===== config.mk =====
export PLATFORM = sky130hd
export DESIGN_NAME = note_envelope_ctrl
export DESIGN_NICKNAME = d
export VERILOG_FILES = /design/src/rtl/note_ctrl_pkg.sv /design/src/rtl/amp_ramp.sv /design/src/rtl/note_envelope_ctrl.sv
export SDC_FILE = /design/constraint.sdc
export NUM_CORES = 1
export LEC_CHECK = 0
export CAP_MARGIN = 40
export CORE_ASPECT_RATIO = 0.9
export CORE_MARGIN = 1
export CORE_UTILIZATION = 52
export CTS_CLUSTER_DIAMETER = 80
export DETAILED_ROUTE_END_ITERATION = 16
export GPL_TIMING_DRIVEN = 0
export HOLD_SLACK_MARGIN = 0.06
export PLACE_DENSITY = 0.88
export SYNTH_ARGS = -nofsm -noshare
export SYNTH_HDL_FRONTEND = slang
export SYNTH_HIERARCHICAL = 1
export SYNTH_SLANG_ARGS = --single-unit

===== constraint.sdc =====
create_clock -name clock -period 3.5 [get_ports clock]
set_input_delay 0.525 -clock clock [delete_from_list [all_inputs] [get_ports clock]]
set_output_delay 0.525 -clock clock [all_outputs]
set_load 0.05 [all_outputs]

===== src/rtl/note_ctrl_pkg.sv =====
// Shared types and constants for the note envelope controller.
// Holds the FSM encoding, key codes and the note period table.
package note_ctrl_pkg;

  typedef enum logic [1:0] {
    ST_IDLE,
    ST_ATTACK,
    ST_SUSTAIN,
    ST_RELEASE
  } state_t;

  localparam logic [2:0] KEY_NONE = 3'd0;
  localparam logic [2:0] KEY_A    = 3'd1;
  localparam logic [2:0] KEY_S    = 3'd2;
  localparam logic [2:0] KEY_D    = 3'd3;
  localparam logic [2:0] KEY_F    = 3'd4;
  localparam logic [2:0] KEY_G    = 3'd5;
  localparam logic [2:0] KEY_H    = 3'd6;
  localparam logic [2:0] KEY_J    = 3'd7;

  // Full-period clock counts at 50 MHz, C4..B4
  localparam logic [31:0] PERIOD_TAB [7] = '{
    32'd191113, 32'd170262, 32'd151687,
    32'd143173, 32'd127553, 32'd113636,
    32'd101239
  };

  function automatic logic [31:0] period_of(
    input logic [2:0] k
  );
    logic [31:0] p;
    p = 32'd0;
    if (k != KEY_NONE) p = PERIOD_TAB[k - 3'd1];
    return p;
  endfunction

endpackage


===== src/rtl/amp_ramp.sv =====
// Saturating up/down amplitude register for the envelope.
// Steps only when step_en is high; flags full scale and zero.
module amp_ramp
  import note_ctrl_pkg::*;
#(
  parameter int AMP_W     = 8,
  parameter int UP_STEP   = 4,
  parameter int DOWN_STEP = 2
) (
  input  logic             clock,
  input  logic             resetn,
  input  logic             up,
  input  logic             down,
  input  logic             step_en,
  output logic [AMP_W-1:0] amp,
  output logic             at_max,
  output logic             at_zero
);

  localparam logic [AMP_W:0] MAXW =
    {1'b0, {AMP_W{1'b1}}};
  localparam logic [AMP_W:0] UPW =
    (AMP_W+1)'(UP_STEP);
  localparam logic [AMP_W:0] DNW =
    (AMP_W+1)'(DOWN_STEP);

  logic [AMP_W:0]   sum;
  logic [AMP_W:0]   dif;
  logic [AMP_W-1:0] amp_up;
  logic [AMP_W-1:0] amp_dn;

  // One guard bit catches overflow and borrow
  always_comb begin
    sum = {1'b0, amp} + UPW;
    dif = {1'b0, amp} - DNW;
    amp_up = (sum > MAXW) ? MAXW[AMP_W-1:0]
                          : sum[AMP_W-1:0];
    amp_dn = dif[AMP_W] ? '0 : dif[AMP_W-1:0];
  end

  always_ff @(posedge clock) begin
    if (!resetn) begin
      amp <= '0;
    end else if (step_en) begin
      if (up)        amp <= amp_up;
      else if (down) amp <= amp_dn;
    end
  end

  assign at_max  = (amp == MAXW[AMP_W-1:0]);
  assign at_zero = (amp == '0);

endmodule


===== src/rtl/note_envelope_ctrl.sv =====
// Key-driven tone sequencer with attack/sustain/release envelope.
// Optional period glide on note changes: NOTE_GLIDE_EN.
module note_envelope_ctrl
  import note_ctrl_pkg::*;
#(
  parameter int PERIOD_W     = 18,
  parameter int AMP_W        = 8,
  parameter int ATTACK_STEP  = 4,
  parameter int RELEASE_STEP = 2,
  parameter int GLIDE_STEP   = 64
) (
  input  logic                clock,
  input  logic                resetn,
  input  logic [2:0]          key,
  input  logic                change,
  input  logic                tick,
  output logic [PERIOD_W-1:0] period,
  output logic [AMP_W-1:0]    amp,
  output logic                active,
  output logic                note_on
);

  state_t state;
  state_t state_n;

  logic [2:0]          key_q;
  logic [PERIOD_W-1:0] target;
  logic [PERIOD_W-1:0] tgt_new;
  logic                load;
  logic                start;
  logic                take;
  logic                step_en;
  logic                at_max;
  logic                at_zero;

  assign tgt_new = PERIOD_W'(period_of(key));

  always_ff @(posedge clock) begin
    if (!resetn) state <= ST_IDLE;
    else         state <= state_n;
  end

  always_comb begin
    state_n = state;
    load    = 1'b0;
    start   = 1'b0;
    unique case (state)
      ST_IDLE: begin
        if (change && key != KEY_NONE) begin
          state_n = ST_ATTACK;
          load    = 1'b1;
          start   = 1'b1;
        end
      end
      ST_ATTACK, ST_SUSTAIN: begin
        if (state == ST_ATTACK && at_max)
          state_n = ST_SUSTAIN;
        if (change) begin
          if (key == KEY_NONE)
            state_n = ST_RELEASE;
          else if (key != key_q)
            load = 1'b1;
        end
      end
      ST_RELEASE: begin
        if (change && key != KEY_NONE) begin
          state_n = ST_ATTACK;
          load    = 1'b1;
          start   = 1'b1;
        end else if (at_zero) begin
          state_n = ST_IDLE;
        end
      end
      default: state_n = ST_IDLE;
    endcase
  end

  // A taken transition swallows a coincident tick
  assign take    = (state_n != state) || start;
  assign step_en = tick && !take;

  always_ff @(posedge clock) begin
    if (!resetn) begin
      key_q   <= KEY_NONE;
      target  <= '0;
      note_on <= 1'b0;
    end else begin
      note_on <= start;
      if (load) begin
        key_q  <= key;
        target <= tgt_new;
      end
    end
  end

`ifdef NOTE_GLIDE_EN
  localparam logic [PERIOD_W-1:0] GSTEP =
    PERIOD_W'(GLIDE_STEP);

  logic [PERIOD_W-1:0] p_next;

  always_comb begin
    p_next = period;
    if (period < target) begin
      if (target - period > GSTEP)
        p_next = period + GSTEP;
      else
        p_next = target;
    end else if (period > target) begin
      if (period - target > GSTEP)
        p_next = period - GSTEP;
      else
        p_next = target;
    end
  end

  always_ff @(posedge clock) begin
    if (!resetn)
      period <= '0;
    else if (load && state == ST_IDLE)
      period <= tgt_new;
    else if (tick)
      period <= p_next;
  end
`else
  always_ff @(posedge clock) begin
    if (!resetn)   period <= '0;
    else if (load) period <= tgt_new;
  end
`endif

  amp_ramp #(
    .AMP_W     (AMP_W),
    .UP_STEP   (ATTACK_STEP),
    .DOWN_STEP (RELEASE_STEP)
  ) u_ramp (
    .clock   (clock),
    .resetn  (resetn),
    .up      (state == ST_ATTACK),
    .down    (state == ST_RELEASE),
    .step_en (step_en),
    .amp     (amp),
    .at_max  (at_max),
    .at_zero (at_zero)
  );

  assign active = (state != ST_IDLE);

endmodule


## Word-level counts from Yosys, hierarchy flattened

Memory sizes are Yosys's and may differ from the RTL's. A register that Yosys moved wholly into a read port is not among the register bits.
Cells that the tools add are included.

| operators by class | value |
|---|---|
| add/sub/neg operators | 3 |
| magnitude comparators | 1 |
| equality and inequality tests | 6 |
| muxes and demuxes | 17 |
| bitwise logic cells | 1 |
| reductions and logical operators | 15 |

Operators with widths:

| operator | number |
|---|---|
| 8-bit 2-to-1 mux | 4 |
| 2-bit 2-to-1 mux | 6 |
| 8-bit by 3-bit adder with 9-bit output, second input constant | 1 |
| 9-bit by 8-bit greater-than comparator with 1-bit output, second input constant | 1 |
| 8-bit by 2-bit subtractor with 9-bit output, second input constant | 1 |
| 8-bit == test, second input constant | 1 |
| 8-bit zero test | 1 |
| 2-bit case mux with 3 select lines | 1 |
| 1-bit 2-to-1 mux | 5 |
| 2-bit == test, second input constant | 2 |
| 3-bit inverter with 4-bit output | 1 |
| 2-bit nonzero test | 2 |
| 2-bit OR reduction | 2 |
| 1-bit logical AND | 3 |
| 3-bit zero test | 1 |
| 3-bit inequality test | 1 |
| 3-bit nonzero test | 1 |
| 3-bit by 1-bit subtractor with 3-bit output, second input constant | 1 |
| 2-bit by 1-bit == test with 1-bit output, second input constant | 1 |
| 1-bit zero test | 2 |
| 2-bit zero test | 1 |
| 2-bit inequality test | 1 |
| 1-bit case mux with 2 select lines | 1 |
| 2-bit AND reduction | 1 |
| 1-bit logical OR | 1 |

| word-level totals | value |
|---|---|
| flip-flop bits (word level) | 14 |
| memory bits (read-only) | 256 |
| bits of input ports | 7 |
| word-level logic and storage cells | 48 |
| memories kept | 1 |

Memories:

| name | depth | bits a word | read ports | clocked after memory_dff | write ports | RTL line | text |
|---|---|---|---|---|---|---|---|
| (name not given) | 8 | 32 | 1 | 1 | 0 | note_ctrl_pkg.sv:33 | `if (k != KEY_NONE) p = PERIOD_TAB[k - 3'd1];` |

## Depth between registers and ports, before layout

Gate-level depths: netlist (run 1).

| depth | value |
|---|---|
| depth in word-level cells | 11 |
| mapped depth | 12 |

## Modules after synthesis

The synthesis (run 1) kept the hierarchy.

By module, submodules not included:

| module | times used | cells an instance | area each (sq um) |
|---|---|---|---|
| note_envelope_ctrl | 1 | 151 | 1350.0 |
| amp_ramp | 1 | 93 | 840.8 |

## Worst setup path after synthesis (run 1)

No wires, ideal clock.

| timing | value |
|---|---|
| path type | reg-to-reg |
| start | register u_ramp.amp[3] |
| end | register u_ramp.amp[0] |
| data arrival time | 2.840 ns |
| required time | 3.377 ns |
| setup slack | 0.537 ns |
| stages on the path, launching flop included | 12 |
| path buffers | 0 |
| period minus slack after synthesis | 2.963 ns |
| cells stage by stage | dfxtp_1 > ha_1 > and3_4 > and3_1 > and3_2 > and2_1 > o31a_1 > o2111a_1 > nor4_2 > o21ai_0 > o31ai_1 > a21boi_1 |

| on the way | value |
|---|---|
| cells in the longest elaborated chain, start to end | 11 |
| elaborated cells between the ends (all ways) | 21 |

RTL lines:

| item | RTL line | text |
|---|---|---|
| start: declaration | amp_ramp.sv:15 | `output logic [AMP_W-1:0] amp,` |
| start signal: assignment | amp_ramp.sv:45 | `if (up) amp <= amp_up;` |
| start signal: assignment | amp_ramp.sv:46 | `else if (down) amp <= amp_dn;` |
| 8-bit == test * | amp_ramp.sv:50 | `assign at_max = (amp == MAXW[AMP_W-1:0]);` |
| via at_max | note_envelope_ctrl.sv:33 | `logic at_max;` |
| 1-bit logical AND * | note_envelope_ctrl.sv:56 | `if (state == ST_ATTACK && at_max)` |
| 2-bit 2-to-1 mux * | note_envelope_ctrl.sv:56 |  |
| 2-bit 2-to-1 mux | note_envelope_ctrl.sv:59 | `if (key == KEY_NONE)` |
| 2-bit 2-to-1 mux * | note_envelope_ctrl.sv:58 | `if (change) begin` |
| 2-bit case mux with 3 select lines * | note_envelope_ctrl.sv:47 | `unique case (state)` |
| 2-bit inequality test * | note_envelope_ctrl.sv:79 | `assign take = (state_n != state) \|\| start;` |
| 1-bit logical OR * | note_envelope_ctrl.sv:79 |  |
| 1-bit zero test * | note_envelope_ctrl.sv:80 | `assign step_en = tick && !take;` |
| 1-bit logical AND * | note_envelope_ctrl.sv:80 |  |
| via step_en | note_envelope_ctrl.sv:32 | `logic step_en;` |
| 2-bit AND reduction (no line) * | n/a |  |

Mark *: on every way through the listed nets, which the timed path passes. The rest lies on a longest branch. The select of a mux whose other input is x is not followed.
A chain may end at the register's enable or synchronous reset.

## Final worst setup path (run 1)

| timing | value |
|---|---|
| start | input key[0] |
| end | register u_ramp.amp[0] |

| on the way | value |
|---|---|
| cells in the longest elaborated chain, start to end | 9 |
| elaborated cells between the ends (all ways) | 15 |

RTL lines:

| item | RTL line | text |
|---|---|---|
| start: declaration | note_envelope_ctrl.sv:14 | `input logic [2:0] key,` |
| 3-bit zero test / 3-bit nonzero test (equally long branches) | note_envelope_ctrl.sv:59, note_envelope_ctrl.sv:49, note_envelope_ctrl.sv:66 |  |
| 2-bit 2-to-1 mux / 1-bit logical AND (equally long branches) | note_envelope_ctrl.sv:59, note_envelope_ctrl.sv:49, note_envelope_ctrl.sv:66 |  |
| 2-bit 2-to-1 mux, on equally long branches | note_envelope_ctrl.sv:58, note_envelope_ctrl.sv:49, note_envelope_ctrl.sv:66 |  |
| 2-bit case mux with 3 select lines | note_envelope_ctrl.sv:47 |  |
| 2-bit inequality test | note_envelope_ctrl.sv:79 |  |
| 1-bit logical OR * | note_envelope_ctrl.sv:79 |  |
| 1-bit zero test * | note_envelope_ctrl.sv:80 |  |
| 1-bit logical AND * | note_envelope_ctrl.sv:80 |  |
| via step_en | note_envelope_ctrl.sv:32 |  |
| 2-bit AND reduction (no line) * | n/a |  |

Mark *: on every way through the listed nets, which the timed path passes. The rest lies on a longest branch.

==> results of run 1 <==
==> tightest hold or removal path: stages, from the launching register on <==
cell and delay [ns]:
sky130_fd_sc_hd__dfxtp_1 0.31, sky130_fd_sc_hd__nand2_1 0.05, sky130_fd_sc_hd__mux2i_1 0.06
==> worst max path at each step <==
stage / start / endpoint / slack (ns)
global route: key[0] / u_ramp/amp[0] / 0.04
floorplan: u_ramp/amp[3] / u_ramp/amp[0] / 0.54
CTS: key[0] / u_ramp/amp[0] / 0.42
detailed placement: key[0] / u_ramp/amp[0] / 0.14
global placement: key[0] / u_ramp/amp[0] / 0.16
finish: key[0] / u_ramp/amp[0] / 0.32
==> routing by layer <==
| layer | wire, microns | up-vias |
|---|---|---|
| li1 | - | 968 |
| met1 | 2475 | 913 |
| met3 | 344 | 16 |
| met5 | 0 | - |
| met4 | 102 | 0 |
| met2 | 2207 | 83 |
==> where the power goes <==
| part | switching, mW | internal (mW) |
|---|---|---|
| combinational | 0.236 | 0.139 |
| sequential | 0.0231 | 0.391 |
| clock | 0.129 | 0.135 |
| total | 0.388 | 0.665 |
==> through the flow <==
stage          hold WS [ns]  power (mW)  utilization [%]  worst slack (ns)  std cells
3_3_place_gp         0.4518      0.7817            64.04            0.1611        326
2_1_floorplan        0.4488      0.6873                -            0.5367        244
4_1_cts              0.4693       1.048            65.96            0.4201        333
3_5_place_dp         0.4608      0.7888            64.04            0.1351        326
6_report             0.4641       1.053            65.96            0.3162        333
5_1_grt              0.5006       1.102            65.96           0.03893        333
==> area by class of cell <==
| class | count | area [sq um] | share of cell area (%) |
|---|---|---|---|
| clock buffer | 6 | 72.57 | 2.719 |
| inverter | 18 | 67.56 | 2.532 |
| sequential | 32 | 640.6 | 24.00 |
| multi-input combinational | 182 | 1393 | 52.18 |
| tap | 48 | 60.06 | 2.250 |
| clock inverter | 1 | 5.005 | 0.1875 |
| buffer | 12 | 90.09 | 3.376 |
| timing repair buffer | 34 | 340.3 | 12.75 |
==> state kept, by name, summed over array words and instances, names as in the netlist <==
name        cells
note_on         1
u_ramp/amp      8
state           2
key_q           3
period         18
==> kinds of logic (layout without fill, tap and decap cells) <==
logic type | after synthesis | count (layout) | share of synthesized area, %
AOI/OAI and AO/OA | 90 | 90 | 28.90
xor gates and xnor gates | 6 | 6 | 2.399
adders and majority gates | 19 | 19 | 10.85
buffers and inverters | 30 | 71 | 7.195
DFF | 32 | 32 | 29.24
muxes | 2 | 2 | 0.9138
and+or+nand+nor | 65 | 65 | 20.50
==> cell usage in the layout (no fill, tap or decap), types with 3 or more instances in the layout <==
master	n
sky130_fd_sc_hd__nand3_1	6
sky130_fd_sc_hd__buf_2	3
sky130_fd_sc_hd__a21oi_2	5
sky130_fd_sc_hd__a22oi_1	4
sky130_fd_sc_hd__nand2_1	14
sky130_fd_sc_hd__a21oi_1	25
sky130_fd_sc_hd__a211oi_1	5
sky130_fd_sc_hd__o21ai_0	22
sky130_fd_sc_hd__nor2_1	4
sky130_fd_sc_hd__nand2b_1	4
sky130_fd_sc_hd__ha_1	19
sky130_fd_sc_hd__nand4_1	3
sky130_fd_sc_hd__buf_6	3
sky130_fd_sc_hd__inv_1	17
sky130_fd_sc_hd__a21boi_1	3
sky130_fd_sc_hd__dfxtp_1	32
sky130_fd_sc_hd__nand4b_1	3
sky130_fd_sc_hd__xnor2_1	5
sky130_fd_sc_hd__clkbuf_1	4
sky130_fd_sc_hd__clkbuf_8	5
sky130_fd_sc_hd__nor3_1	7
sky130_fd_sc_hd__clkdlybuf4s50_1	34
==> flow_summary.ini, run 1 <==
[global_route]
overflow = 0
grt_util_met1_pct = 34.31
global_route_total_usage_across_every_layer_pct = 24.58
first_global_vias = 1892
grt_antenna_before_repair = 0
largest_net_degree_at_the_start_of_global_routing = 16
global_route_wire_length_before_repair_microns = 8804
grt.met3_usage_pct = 4.160
gr-max-usage-layer = met2
gr-usage-met2_pct = 37.02

[placed_design]
detailed_place.area_sq_um = 2591
dpl.hpwl_microns = 3656
placement.io_buffers = 34
gp_congestion = 0.8587

[synthesis]
synth_fp_nets = 270
yosys.cell_count.top_type = sky130_fd_sc_hd__dfxtp_1
ys_async_sr_fraction_pct = 0
synth_area_leaders = sky130_fd_sc_hd__dfxtp_1 (29%), sky130_fd_sc_hd__ha_1 (11%), sky130_fd_sc_hd__a21oi_1 (5.7%), sky130_fd_sc_hd__o21ai_0 (5.0%), sky130_fd_sc_hd__inv_1 (2.9%)
syn-mean-instance-area_sq_um = 8.979
synth_largest_area_cell = sky130_fd_sc_hd__dfxtp_1
synthCells = 244
yosysUniqueCellTypes = 67
yosys_most_used_dff = sky130_fd_sc_hd__dfxtp_1
ys_warn_count = 6
synth.top_cell.area_share_pct = 29.24
seq_area_frac_synth_pct = 29.24
ys_top_cells_by_count = sky130_fd_sc_hd__dfxtp_1 (32), sky130_fd_sc_hd__a21oi_1 (25), sky130_fd_sc_hd__o21ai_0 (22)
synth_enable_flop_cells = 0
synth-seq-cells = 32
cell_area_after_synthesis_sq_um = 2191

[worst_hold_path]
worstHoldPathCells = 2
holdCritStartpoint = period[13]
min_path_type = flip-flop to flip-flop
holdPathEnd = period[13]

[clocking]
cts_htree_levels = 2
cts_hold_repair.buffers = 0
clkSlewWorstSetupHoldPaths_ns = 0.06
total_cts_buffers = 5
cts.repair.resized = 0
post_cts_buffers = 0
clk-insertion-delay-late_ns = 0.28
cts_sinks = 32
max-clock-path-buffers = 2
cts_tree = built
clockRootBuffer = sky130_fd_sc_hd__clkbuf_8

[drt]
route.antenna.remaining_nets = 0
drt-initial-drc-count = 131
routed_via_density = 5.946
dr_pass1_iterations = 5
wirelength_microns = 5129
via_count = 1980
drcViolationCount = 0
avgRoutedWirePerCell_microns = 15.40

[setup_path]
ff2ff_path_depth = 11
reg2reg_from = u_ramp/amp[3]
critical_path_at_ns = 3.36
rrSetupSlack_ns = 0.39
required_time_of_the_critical_path_ns = 3.67
critical_path_buf_inv_count = 2
crit_path_top_delay_cell = sky130_fd_sc_hd__clkdlybuf4s50_1
setup.worst_path.class = input pin to flip-flop
worstReg2RegEnd = u_ramp/amp[0]
crit_path_cell_trace = clkdlybuf4s50_1, inv_1, ha_1, and3b_1, o21ai_0, o22ai_1, nor4_2, o21ai_0, o31ai_1, a21boi_1
cp_top_family = compound AO/OA/AOI/OAI gates
cp_num_cells = 10
worstSetupStartpointType = input pin
timing.critical_path.fanout_max = 9
cp_common_cell = sky130_fd_sc_hd__o21ai_0
end_kind = flip-flop
critical_path.max_stage_delay_ns = 0.68

[timing]
final.min_clock_period_ns = 3.184
worst_pin_slew_ns = 0.7179
hold_violations = 0
timing.slew.headroom_pct = 51.63
max_freq_ghz = 0.3141
rsz0062_at_grt = no
final.period_utilization_pct = 90.97
finClkSkew_ns = 0.005910
finalSetupViolations = 0
final.setup.tns_ns = 0
timing.final.max_slew_violations = 0

[final_layout]
fin_area_sq_um = 2669
fin_nets = 311
fillerInstances = 317
area_delta_synth_final_pct = 21.82
antenna_cells = 0
ratio_of_cells_with_drive_above_1_in_the_final_layout_pct = 14.04

[die]
chipWidth_microns = 70.42
pin_count = 35
die-area_sq_um = 4477
std_cell_rows = 22
die_height_microns = 63.58
effective_utilization_at_floorplan_pct = 54.14
coreArea_sq_um = 4046

[job]
max_cap_viol_count = 0

[power]
ir_drop_v = 0.0002874
p_leak_nw = 1.011
pwr_density_cell_nw_per_um2 = 394.6

[run_status]
outcome = finished clean
Note: power is estimated with default switching activity, not from simulation.
==> run 2, diff against run 1 <==
ABC_CLOCK_PERIOD_IN_PS = 3500   (was default)
CORE_UTILIZATION = 50   (was 52)
PLACE_DENSITY = 0.85   (was 0.88)
==> flow_summary.ini, run 2 (synthesis results as in run 1) <==
[run_status]
outcome = finished clean

[setup_path]
end_kind = flip-flop
critical_path_at_ns = 3.42
timing.critical_path.fanout_max = 9
setup.worst_path.class = input pin to flip-flop
worstSetupStartpointType = input pin
required_time_of_the_critical_path_ns = 3.68

[final_layout]
area_delta_synth_final_pct = 22.39
regMostFlops = period
reg.largest.list = period: 18 flops, u_ramp/amp: 8 flops, key_q: 3 flops
layout_common_cells = sky130_fd_sc_hd__clkdlybuf4s50_1 (34), sky130_fd_sc_hd__dfxtp_1 (32), sky130_fd_sc_hd__a21oi_1 (25), sky130_fd_sc_hd__o21ai_0 (21), sky130_fd_sc_hd__ha_1 (19)
fin_area_sq_um = 2681
ratio_of_cells_with_drive_above_1_in_the_final_layout_pct = 13.99
fin_util_pct = 64.94
antenna_cells = 0
fin_nets = 311
layout.cells.most_common = sky130_fd_sc_hd__clkdlybuf4s50_1
largest_register_ff_count = 18

[clocking]
cts.repair.resized = 0
cts_tree = built
clk-insertion-delay-late_ns = 0.28
cts_htree_levels = 2
clkSlewWorstSetupHoldPaths_ns = 0.06
total_cts_buffers = 5
post_cts_buffers = 0
cts_hold_repair.buffers = 0
clockRootBuffer = sky130_fd_sc_hd__clkbuf_8
max-clock-path-buffers = 2
cts_sinks = 32

[global_route]
first_global_vias = 1697
grt_antenna_before_repair = 0
global_route_total_usage_across_every_layer_pct = 23.60
largest_net_degree_at_the_start_of_global_routing = 16
global_route_wire_length_before_repair_microns = 8569
overflow = 0

[timing]
final.setup.tns_ns = 0
worst_pin_slew_ns = 0.5719
max_freq_ghz = 0.3085
finClkSkew_ns = 0.004445
rsz0062_at_grt = no
whs_ns = 0.4660
final.period_utilization_pct = 92.61
timing.final.max_slew_violations = 0
finalSetupViolations = 0
timing.slew.headroom_pct = 61.75
final.min_clock_period_ns = 3.241
hold_violations = 0

[worst_hold_path]
min_path_type = flip-flop to flip-flop

[drt]
via_count = 1952
route.antenna.remaining_nets = 0
drt-initial-drc-count = 141
dr_pass1_iterations = 4
routed_via_density = 5.844
drcViolationCount = 0
avgRoutedWirePerCell_microns = 15.07
wirelength_microns = 5032

[die]
std_cell_rows = 22
effective_utilization_at_floorplan_pct = 53.06
coreArea_sq_um = 4129
die_height_microns = 64.80
die-area_sq_um = 4651
pin_count = 35
chipWidth_microns = 71.78

[power]
p_leak_nw = 1.015
finalPower_mw = 1.074
ir_drop_v = 0.0002928
pwr_density_cell_nw_per_um2 = 400.4

[placed_design]
placement.io_buffers = 34
gp_congestion = 0.8880
dpl.hpwl_microns = 3588
detailed_place.area_sq_um = 2591

[job]
max_cap_viol_count = 0
-- run 2: cell types whose count changed in the layout (fill, tap and decap cells not counted), sizes merged --
cell,previous run,this run
clkbuf,9,11
clkinv,1,0
-- run 2: area by class of cell --
class	instances	area, sq um
clock buffer	8	90.09
fill	348	1448
timing repair buffer	34	340.3
multi-input combinational	182	1393
inverter	18	67.56
tap	48	60.06
buffer	12	90.09
sequential	32	640.6
-- run 2: path summary, 6_finish.rpt --
path / from / to / slack [ns] / cells after the start
setup / recovery: key[0] / u_ramp/amp[1] / 0.26 / 10
hold / removal: key_q[0] / key_q[0] / 0.47 / 2
setup reg to reg: u_ramp/amp[3] / u_ramp/amp[1] / 0.34 / 11
hold reg to reg: key_q[0] / key_q[0] / 0.47 / 2
-- run 2: per-layer routing --
layer / vias up / track usage, % / share of wire [%]
met4: 0 / 4.412 / 0.93
li1: 976 / - / -
met2: 63 / 33.73 / 43
met1: 908 / 35.93 / 50
met5: - / 0 / 0
met3: 5 / 5.443 / 6.5
-- run 2: critical path: stages --
cell	delay, ns
sky130_fd_sc_hd__clkdlybuf4s50_1	0.66
sky130_fd_sc_hd__inv_1	0.16
sky130_fd_sc_hd__ha_1	0.28
sky130_fd_sc_hd__and3b_1	0.21
sky130_fd_sc_hd__o21ai_0	0.24
sky130_fd_sc_hd__o22ai_1	0.16
sky130_fd_sc_hd__nor4_2	0.39
sky130_fd_sc_hd__o21a_1	0.35
sky130_fd_sc_hd__o21ai_0	0.18
sky130_fd_sc_hd__a311oi_2	0.27
-- run 2: per-stage QoR --
step                      setup WS [ns]  instances
after floorplan                  0.5367        244
after global placement           0.1718        326
after global routing            0.06628        334
final                            0.2588        334
after detailed placement        0.04120        326
after CTS                        0.2695        334
-- run 2: where the power goes --
group	total, mW	switching (mW)	internal [mW]
clock	0.287	0.127	0.160
combinational	0.373	0.234	0.139
sequential	0.413	0.0228	0.391
total	1.07	0.384	0.690
==> run 3, diff against run 2 <==
CORE_MARGIN = default   (was 1)
GPL_ROUTABILITY_DRIVEN = 0   (was default)
==> results of run 3 <==
Same layout as run 2: the final DEF is identical, and so are final timing and power.
